<file path="config.mk">
export PLATFORM = sky130hd
export DESIGN_NAME = seven_seg_reader
export DESIGN_NICKNAME = d
export VERILOG_FILES = /design/src/rtl/seven_seg_reader_pkg.sv /design/src/rtl/seven_seg_reader_seg_pattern_to_hex.sv /design/src/rtl/seven_seg_reader.sv
export SDC_FILE = /design/constraint.sdc
export NUM_CORES = 1
export LEC_CHECK = 0
export ABC_AREA = 1
export CAP_MARGIN = 5
export CORE_UTILIZATION = 30
export DETAILED_ROUTE_END_ITERATION = 10
export SKIP_LAST_GASP = 1
export SLEW_MARGIN = 20
export SYNTH_ARGS = -nofsm -noshare
export SYNTH_HDL_FRONTEND = slang
export SYNTH_SLANG_ARGS = --single-unit
</file>
<file path="constraint.sdc">
create_clock -name clk -period 2.1 [get_ports clk]
set_input_delay 0.525 -clock clk [delete_from_list [all_inputs] [get_ports clk]]
set_output_delay 0.525 -clock clk [all_outputs]
set_load 0.03 [all_outputs]
</file>
<file path="src/rtl/seven_seg_reader_pkg.sv">
// -----------------------------------------------------------------------------
// seven_seg_reader_pkg
//   Shared definitions for the seven-segment readback monitor:
//     - FSM state encoding (IDLE=0, TRACK=1, HELD=2)
//     - the 16 active-high hex glyphs (bit0=a ... bit6=g). This is the same
//       table the display decoder uses, so both directions share one
//       definition.
//     - hex_glyph(): maps a 4-bit value to its active-high glyph.
// -----------------------------------------------------------------------------
package seven_seg_reader_pkg;

    typedef enum logic [1:0] {
        ST_IDLE  = 2'd0,
        ST_TRACK = 2'd1,
        ST_HELD  = 2'd2
    } state_t;

    localparam logic [6:0] GLYPH_0 = 7'h3F;
    localparam logic [6:0] GLYPH_1 = 7'h06;
    localparam logic [6:0] GLYPH_2 = 7'h5B;
    localparam logic [6:0] GLYPH_3 = 7'h4F;
    localparam logic [6:0] GLYPH_4 = 7'h66;
    localparam logic [6:0] GLYPH_5 = 7'h6D;
    localparam logic [6:0] GLYPH_6 = 7'h7D;
    localparam logic [6:0] GLYPH_7 = 7'h07;
    localparam logic [6:0] GLYPH_8 = 7'h7F;
    localparam logic [6:0] GLYPH_9 = 7'h6F;
    localparam logic [6:0] GLYPH_A = 7'h77;
    localparam logic [6:0] GLYPH_B = 7'h7C;
    localparam logic [6:0] GLYPH_C = 7'h39;
    localparam logic [6:0] GLYPH_D = 7'h5E;
    localparam logic [6:0] GLYPH_E = 7'h79;
    localparam logic [6:0] GLYPH_F = 7'h71;

    function automatic logic [6:0] hex_glyph(input logic [3:0] v);
        logic [6:0] g;
        case (v)
            4'h0:    g = GLYPH_0;
            4'h1:    g = GLYPH_1;
            4'h2:    g = GLYPH_2;
            4'h3:    g = GLYPH_3;
            4'h4:    g = GLYPH_4;
            4'h5:    g = GLYPH_5;
            4'h6:    g = GLYPH_6;
            4'h7:    g = GLYPH_7;
            4'h8:    g = GLYPH_8;
            4'h9:    g = GLYPH_9;
            4'hA:    g = GLYPH_A;
            4'hB:    g = GLYPH_B;
            4'hC:    g = GLYPH_C;
            4'hD:    g = GLYPH_D;
            4'hE:    g = GLYPH_E;
            default: g = GLYPH_F;
        endcase
        return g;
    endfunction

endpackage

</file>
<file path="src/rtl/seven_seg_reader_seg_pattern_to_hex.sv">
// -----------------------------------------------------------------------------
// seg_pattern_to_hex
//   Combinational inverse of the hex-to-segment decoder.
//   Ports:
//     seg    in  7  active-high segment pattern (bit0=a ... bit6=g)
//     legal  out 1  pattern is one of the 16 hex glyphs
//     blank  out 1  no segment lit
//     value  out 4  hex value of the glyph (0 when not legal)
// -----------------------------------------------------------------------------
module seg_pattern_to_hex
    import seven_seg_reader_pkg::*;
(
    input  logic [6:0] seg,
    output logic       legal,
    output logic       blank,
    output logic [3:0] value
);

    always_comb begin
        legal = 1'b0;
        value = 4'h0;
        blank = (seg == 7'h00);
        // Glyphs are distinct, so at most one entry can match.
        for (int i = 0; i < 16; i++) begin
            if (seg == hex_glyph(4'(i))) begin
                legal = 1'b1;
                value = 4'(i);
            end
        end
    end

endmodule

</file>
<file path="src/rtl/seven_seg_reader.sv">
// -----------------------------------------------------------------------------
// seven_seg_reader
//   Readback monitor for a multiplexed, active-low seven-segment bus. Samples
//   the segment lines and digit enables, waits for STABLE_CYCLES identical
//   samples, then maps the pattern back to a hex digit for the enabled digit.
//   Ports:
//     clk          in   clock
//     rst_n        in   asynchronous active-low reset
//     seg_n        in   7   active-low segments (bit0=a ... bit6=g)
//     digit_en_n   in   NUM_DIGITS active-low digit enables
//     clear        in   synchronous clear of digits/digit_valid/err_sticky
//     digits       out  4*NUM_DIGITS recovered values, digit i at [4i+3:4i]
//     digit_valid  out  NUM_DIGITS   digit i holds a committed legal value
//     update       out  one-cycle pulse on each legal commit
//     update_idx   out  IDX_W digit index of the last update/bad_pattern
//     bad_pattern  out  one-cycle pulse on an illegal committed pattern
//     err_sticky   out  set by bad_pattern, cleared by clear or reset
// -----------------------------------------------------------------------------
module seven_seg_reader
    import seven_seg_reader_pkg::*;
#(
    parameter int NUM_DIGITS    = 4,
    parameter int STABLE_CYCLES = 4,
    localparam int IDX_W        = (NUM_DIGITS > 1) ? $clog2(NUM_DIGITS) : 1
) (
    input  logic                    clk,
    input  logic                    rst_n,
    input  logic [6:0]              seg_n,
    input  logic [NUM_DIGITS-1:0]   digit_en_n,
    input  logic                    clear,
    output logic [4*NUM_DIGITS-1:0] digits,
    output logic [NUM_DIGITS-1:0]   digit_valid,
    output logic                    update,
    output logic [IDX_W-1:0]        update_idx,
    output logic                    bad_pattern,
    output logic                    err_sticky
);

    localparam int CNT_W = $clog2(STABLE_CYCLES + 1);
    localparam int SMP_W = NUM_DIGITS + 7;
    localparam logic [CNT_W-1:0] CNT_TARGET = CNT_W'(STABLE_CYCLES);

    // ---------------- input stage ----------------
    logic [SMP_W-1:0] sample_d, sample_q;
    logic [SMP_W-1:0] prev_q;    // sample seen by the FSM on the previous cycle

    always_comb begin
        sample_d = {digit_en_n, seg_n};
    end

    always_ff @(posedge clk or negedge rst_n) begin
        if (!rst_n) begin
            sample_q <= '1;
            prev_q   <= '1;
        end else begin
            sample_q <= sample_d;
            prev_q   <= sample_q;
        end
    end

    logic [NUM_DIGITS-1:0] en;
    logic [6:0]            seg;
    logic                  one_hot;
    logic                  same;
    logic [IDX_W-1:0]      idx;

    assign en      = ~sample_q[SMP_W-1:7];
    assign seg     = ~sample_q[6:0];
    assign one_hot = (en != '0) && ((en & (en - NUM_DIGITS'(1))) == '0);
    assign same    = (sample_q == prev_q);

    always_comb begin
        idx = '0;
        for (int i = 0; i < NUM_DIGITS; i++) begin
            if (en[i]) idx = IDX_W'(i);
        end
    end

    logic       pat_legal;
    logic       pat_blank;
    logic [3:0] pat_value;

    seg_pattern_to_hex u_lookup (
        .seg   (seg),
        .legal (pat_legal),
        .blank (pat_blank),
        .value (pat_value)
    );

    // ---------------- stability FSM ----------------
    state_t           state_d, state_q;
    logic [CNT_W-1:0] cnt_d, cnt_q;
    logic             commit;

    always_comb begin
        state_d = state_q;
        cnt_d   = cnt_q;
        commit  = 1'b0;
        if (!one_hot) begin
            state_d = ST_IDLE;
            cnt_d   = '0;
        end else begin
            case (state_q)
                ST_IDLE: begin
                    state_d = ST_TRACK;
                    cnt_d   = CNT_W'(1);
                end
                ST_TRACK: begin
                    if (same) begin
                        if (cnt_q < CNT_TARGET) cnt_d = cnt_q + 1'b1;
                    end else begin
                        cnt_d = CNT_W'(1);
                    end
                end
                ST_HELD: begin
                    if (!same) begin
                        state_d = ST_TRACK;
                        cnt_d   = CNT_W'(1);
                    end
                end
                default: begin
                    state_d = ST_IDLE;
                    cnt_d   = '0;
                end
            endcase
            // Reaching the target (including a fresh start when the target
            // is 1) commits once and parks in HELD until the tuple changes.
            if (state_d == ST_TRACK && cnt_d == CNT_TARGET) begin
                commit  = 1'b1;
                state_d = ST_HELD;
            end
        end
    end

    always_ff @(posedge clk or negedge rst_n) begin
        if (!rst_n) begin
            state_q <= ST_IDLE;
            cnt_q   <= '0;
        end else begin
            state_q <= state_d;
            cnt_q   <= cnt_d;
        end
    end

    // ---------------- result registers ----------------
    logic [4*NUM_DIGITS-1:0] digits_d, digits_q;
    logic [NUM_DIGITS-1:0]   valid_d, valid_q;
    logic                    update_d, update_q;
    logic [IDX_W-1:0]        update_idx_d, update_idx_q;
    logic                    bad_d, bad_q;
    logic                    err_d, err_q;

    always_comb begin
        digits_d     = digits_q;
        valid_d      = valid_q;
        update_d     = 1'b0;
        update_idx_d = update_idx_q;
        bad_d        = 1'b0;
        err_d        = err_q;
        if (clear) begin
            // A commit landing on the same edge is dropped entirely.
            digits_d = '0;
            valid_d  = '0;
            err_d    = 1'b0;
        end else if (commit) begin
            for (int i = 0; i < NUM_DIGITS; i++) begin
                if (en[i]) begin
                    if (pat_legal) begin
                        digits_d[4*i +: 4] = pat_value;
                        valid_d[i]         = 1'b1;
                    end else begin
                        // Blank keeps the old value but marks it stale.
                        valid_d[i] = 1'b0;
                    end
                end
            end
            if (pat_legal) begin
                update_d     = 1'b1;
                update_idx_d = idx;
            end else if (!pat_blank) begin
                bad_d        = 1'b1;
                update_idx_d = idx;
                err_d        = 1'b1;
            end
        end
    end

    always_ff @(posedge clk or negedge rst_n) begin
        if (!rst_n) begin
            digits_q     <= '0;
            valid_q      <= '0;
            update_q     <= 1'b0;
            update_idx_q <= '0;
            bad_q        <= 1'b0;
            err_q        <= 1'b0;
        end else begin
            digits_q     <= digits_d;
            valid_q      <= valid_d;
            update_q     <= update_d;
            update_idx_q <= update_idx_d;
            bad_q        <= bad_d;
            err_q        <= err_d;
        end
    end

    assign digits      = digits_q;
    assign digit_valid = valid_q;
    assign update      = update_q;
    assign update_idx  = update_idx_q;
    assign bad_pattern = bad_q;
    assign err_sticky  = err_q;

endmodule

</file>
Yosys cells after proc, flatten, opt, wreduce, memory -nomap -nowiden

Cells that the tools add are included.

Output and inout bits: 25
Word-level logic and storage cells: 142
Register bits: 52

Magnitude comparators: 1
Reductions and logical operators: 22
Muxes and demuxes: 73
Bitwise operators: 4
Add/subtract/negate cells: 2
Eq/ne operators: 24

Operators with widths:

| cell                                                 | number |
|---|---|
| equality test 7 bit (second input constant)          | 12 |
| two-way mux 4 bit                                    | 15 |
| two-way mux 1 bit                                    | 35 |
| two-way mux 16 bit                                   | 2 |
| two-way mux 3 bit                                    | 9 |
| two-way mux 2 bit                                    | 10 |
| AND reduction 3 bit                                  | 6 |
| equality test 7 x 3 -> 1 bit (second input constant) | 2 |
| equality test 7 x 6 -> 1 bit (second input constant) | 2 |
| nonzero test 2 bit                                   | 6 |
| equality test 11 bit                                 | 1 |
| case mux 3 bit (3 select lines)                      | 1 |
| AND reduction 2 bit                                  | 4 |
| zero test 7 bit                                      | 1 |
| NOT 7 bit                                            | 1 |
| inequality test 2 bit (second input constant)        | 3 |
| case mux 2 bit (3 select lines)                      | 1 |
| AND 4 bit                                            | 1 |
| equality test 2 x 1 -> 1 bit (second input constant) | 2 |
| zero test 4 bit                                      | 1 |
| NOT 4 bit                                            | 1 |
| nonzero test 4 bit                                   | 1 |
| subtractor 4 x 1 -> 4 bit (second input constant)    | 1 |
| adder 3 x 1 -> 3 bit (second input constant)         | 1 |
| 6 further kinds                                      | 7 |

Depth between registers and ports, before layout

Depth in word-level cells: 22
Mapped depth: 14

Hierarchy

Synthesis repeated with hierarchy kept, for this count alone.

Cell total of the unflattened synthesis: 337
Area total of the unflattened synthesis: 2655.0 um2

Modules (own cells, without submodules):

| module             | cells each | times used | area each (um2) |
|---|---|---|---|
| seven_seg_reader   | 267        | 1          | 2328.5 |
| seg_pattern_to_hex | 70         | 1          | 326.6 |

Least setup slack after synthesis

Ideal clock, no wire load.

Path type: register -> register
Start point: register sample_q[3]
End point: register digits_q[11] (netlist: digits[11])
Cell stages (with the launch flop): 12
Library setup time: 0.118 ns
Path buffers: 2
Slack: 0.166 ns
Arrival: 1.816 ns
Cell sequence: dfstp_2 > buf_4 > nor2_2 > inv_1 > nor2_1 > o21ai_1 > nand3_2 > nor3_4 > nand2_4 > buf_2 > nand3_1 > nand2_1

Longest elaborated chain between the ends: 20
Elaborated cells between the ends (all ways): 61

RTL lines:

| item                             | RTL line                                  | text |
|---|---|---|
| start, declared                  | seven_seg_reader.sv:44                    | `logic [SMP_W-1:0] sample_d, sample_q;` |
| start signal, assigned           | seven_seg_reader.sv:56                    | `sample_q <= sample_d;` |
| NOT 7 bit                        | seven_seg_reader.sv:68                    | `assign seg = ~sample_q[6:0];` |
| equality test 7 x 6 -> 1 bit     | seven_seg_reader_seg_pattern_to_hex.sv:25 | `if (seg == hex_glyph(4'(i))) begin` |
| two-way mux 1 bit (16 in series) | seven_seg_reader_seg_pattern_to_hex.sv:25 |  |
| nonzero test 2 bit (no line)     | --                                        |  |
| AND reduction 3 bit (no line)    | --                                        |  |
| end signal, assigned             | seven_seg_reader.sv:197                   | `digits_q <= digits_d;` |
| end, declared                    | seven_seg_reader.sv:146                   | `logic [4*NUM_DIGITS-1:0] digits_d, digits_q;` |

Several ways; a longest one is shown, not always the timed one. The select of a mux whose other input is x is not followed.
A chain may end at the register's enable or synchronous reset.

Worst setup path after layout

Start point: register sample_q[6]
End point: register digits_q[14] (netlist: digits[14])

The elaborated chain is that of the path after synthesis.

==> impl_summary.md <==
Power and ir drop
The power density over the cells is 595 nW/um^2. Of the total power, the share spent switching nets is 0.263. The net load switching power is roughly 550 uW.

The share of total power dissipated in the clock network is 0.333. The share of total power dissipated in sequential elements is 0.524. In this run the static leakage power is ~1.7 nW.

The internal power of the cells totals around 1.5 mW. The total power is between 2 and 2.5 mW. Of the total power, combinational logic draws 0.143. The largest vdd supply drop is approximately 0.0003 V.

Floorplanning
The die covers between 9000 and 10000 sq um. The die is between 90 and 100 microns tall. In this run the horizontal extent of the chip is roughly 95 microns. For this configuration, the core starts out at a cell density of 0.312. The floorplan has 33 rows.

During I/O placement, the number of pins put on the boundary was 39. The total core area is a little over 8000 sq um.

STA
The final worst-path setup slack is 35.8 ps. The number of pins exceeding their max-slew limit in the final report was 0. The highest achievable clock rate is 484 MHz. The period utilization is 0.983. The actual transition at the worst max-transition pin is between 500 and 600 ps. The final count of negative-setup-slack endpoints is 0. The setup clock skew after layout is 6.92 ps. The worst slew margin relative to its limit is 0.611.

The number of hold violations in the final report is 0. The routed design could run at a clock period as short as approximately 2100 ps. Setup repair after global routing could not meet its margin everywhere.

Cells and area
The finished cells cover ~3500 sq um. The leading cell type in the layout, fill and taps excluded is sky130_fd_sc_hd__nand2_1. At the end of the flow the core is filled with cells to 0.422.

The top cell types in the final layout, fill and taps aside, are sky130_fd_sc_hd__nand2_1 (79), sky130_fd_sc_hd__clkdlybuf4s50_1 (37), sky130_fd_sc_hd__dfrtp_1 (30). The number of antenna diodes in the final layout is 0. The layout overhead on the synthesized area is 34.9%. After the last flow step, the layout net total stands at 390.

The fraction of layout instances using a drive strength above 1 is 0.319.

Clock network
The number of H-tree branching levels is 2. The root buffer cell is sky130_fd_sc_hd__clkbuf_8. The clock drives 52 sinks. TritonCTS built the clock tree. The clock reaches the later pin of the worst-skew pair after approximately 300 ps. The number of buffers created by CTS is 5. The clock-pin slew on the worst setup and hold paths is 100 ps.

The maximum number of buffers from clock root to sink is 2. The cts-stage hold buffer count is 0.

Critical path
The critical path class is reg -> reg. The slowest stage of the critical path belongs to the cell sky130_fd_sc_hd__dfstp_2. The startpoint type of the worst setup path is a register. The critical path's most frequent cell is sky130_fd_sc_hd__nand2_1.

The maximum cell stage delay along the critical path is roughly 610 ps. The data arrival time of the worst path is ~2300 ps. Walking the worst path, the cells encountered are xnor2_1 > nand2_1 > nor2_4 > and2_4 > nand2_4 > nor2_4 > nand4_2 > nand2_2 > nand2_2 > nand2_1 > nand2_1. The maximum fanout along the worst path is 6.

At the worst endpoint, the required time is between 2000 and 2500 ps. Counting cells, the worst reg-to-reg path comes to 11. The number of buffer and inverter instances along the worst setup path is 0. The sort of element at the end of the critical path is a register. In this run the register-to-register setup slack is ~36 ps.

The kind of cell with the highest combined delay along the critical path is simple AND/OR/NAND/NOR gates. Counting buffers and inverters, the worst setup path is 11 cells deep.

Flow run
Across the run, the number of max-cap violations was 0.

Placement
Port buffering added 38 buffers. Routability-driven placement finished with a final weighted congestion of 0.845. At the placement stage, the worst setup path has a slack of -46.5 ps.

Once detailed placement completed, the half-perimeter wirelength came to around 4300 microns. The cell area after placement is roughly 3200 sq um.

Global route
Entering global routing, the biggest net connects 30 pins. The number of global-route vias before repair was between 2000 and 2500. For this run the aggregate overflow at the end of global routing stands at 0. The overall track demand over capacity in global routing is 0.144. The wire length of the first global-routing pass is between 9000 and 10000 microns. The initial antenna violation count is 0.

Synthesis
The post-synthesis area per instance is between 8 and 9 sq um. In this run the cell area of the synthesized design comes to between 2000 and 3000 sq um. The portion of synthesized area spent on multiplexers is 0. Yosys printed 0 warnings. The count of state elements after synthesis is 52. After synthesis, the largest family of logic cells by area is simple AND/OR/NAND/NOR gates.

sky130_fd_sc_hd__dfrtp_1 takes more of the synthesized area than any other cell. The share of synthesized area in the top cell type comes to 0.290. The synthesized-area fraction occupied by xor and xnor cells is 0.0169.

The adder and majority gate portion of the synthesized area is 0.00483. The area share of and/or/nand/nor cells after synthesis is 0.370. By area the synthesized netlist is led by sky130_fd_sc_hd__dfrtp_1 (29%), sky130_fd_sc_hd__dfstp_2 (22%), sky130_fd_sc_hd__nand2_1 (13%). The part of the Yosys area used for sequential elements is 0.513. The fraction of the mapped netlist area in compound gates is 0.0333. The number of instances in the synthesized netlist is just over 300. Yosys mapped the design onto 32 distinct sky130hd cell types. The number of nets in the synthesized netlist is 320.

Detailed routing
Using the TritonRoute via totals, the vias-per-cell ratio works out to 4.48. The number of vias in the routed layout is 2157. The number of nets with antenna violations after routing is 0. In this run, the number of DRC markers left after iteration 0 of detailed routing was 91.

In the routed design, unresolved DRC markers number 0. Wires add up to a little under 6000 microns. The number of detailed-route iterations in the first pass is 4. The average wire length per cell after detail routing is 12.0 microns.

Status
The flow ran to the end, and the final reports show no timing, DRC or antenna violations.

Worst hold path
The tightest min-delay check is of the in -> async type.
## sequential cells by signal, indices dropped and copies added (netlist names)
name / count
bad_pattern: 1
cnt_q: 3
digit_valid: 4
digits: 16
err_sticky: 1
prev_q: 11
sample_q: 11
state_q: 2
update: 1
update_idx: 2
## metal layers
layer / vias up / wire length [microns] / global-route usage
li1: 1120 / - / -
met1: 987 / 2710 / 0.189
met2: 45 / 2840 / 0.240
met3: 5 / 188 / 0.0250
met4: 0 / 51 / 0.0417
met5: - / 0 / 0
## cells by family (layout without fill, tap and decap cells)
logic type	count (synthesis)	count (layout)
AND/OR/NAND/NOR	190	190
flip-flops	52	52
buffers and inverters	42	113
AO/OA/AOI/OAI	15	15
XOR/XNOR	5	5
adder cells (fa/ha/maj)	1	1
## worst reg2reg max path, delay by kind of cell (launching register included)
family / cells / cell delay (ps)
XOR/XNOR: 1 / 130
AND/OR/NAND/NOR: 10 / 1220
flip-flops: 1 / 610
## what timing repair did
| action | CTS | global route |
|---|---|---|
| pin swaps | 12 | 18 |
| buffers inserted | 10 | 6 |
| setup endpoints to repair | 18 | 24 |
| resized for setup | 9 | 14 |
## metrics by stage
step	std cells	hold WS (ps)	TNS, ps
global route	481	243	-2470
floorplan	305	229	0
finish	481	216	0
detailed placement	457	383	-472
CTS	475	223	-21.5
global placement	457	383	-19.6
## Yosys cell counts, drive strengths merged
cell type / number
o211a: 1
clkbuf: 1
a31oi: 1
and2: 1
buf: 2
nand4: 16
a211oi: 1
nor4: 1
a21oi: 5
xnor2: 5
nor3: 9
and3: 1
or2: 1
nor2: 26
o31ai: 1
inv: 39
ha: 1
o21ai: 6
dfrtp: 30
nand3: 29
dfstp: 22
nand2: 106
## worst paths after layout
check                        startpoint          to
setup / recovery            sample_q[6]  digits[14]
hold / removal                    rst_n  state_q[0]
setup reg to reg            sample_q[6]  digits[14]
hold reg to reg            sample_q[10]  prev_q[10]
max in group asynchronous         rst_n   prev_q[5]
min in group clk           sample_q[10]  prev_q[10]
## cell type report
class / count / area [sq um]
multi-input cells: 211 / 1180
inverters: 39 / 146
flip-flops and latches: 52 / 1330
repair buffers: 66 / 598
clock buffers: 5 / 68.8
well taps: 105 / 131
fillers: 832 / 4800
clock inverters: 3 / 42.5
## power by group through the flow
stage / Combinational (mW) / Clock (mW) / Sequential [mW]
6_report: 0.298 / 0.693 / 1.09
3_3_place_gp: 0.263 / 0 / 1.11
5_1_grt: 0.332 / 0.776 / 1.10
3_5_place_dp: 0.265 / 0 / 1.11
4_1_cts: 0.286 / 0.728 / 1.09
2_1_floorplan: 0.125 / 0 / 1.13
Note: power is estimated with default switching activity, not from simulation.
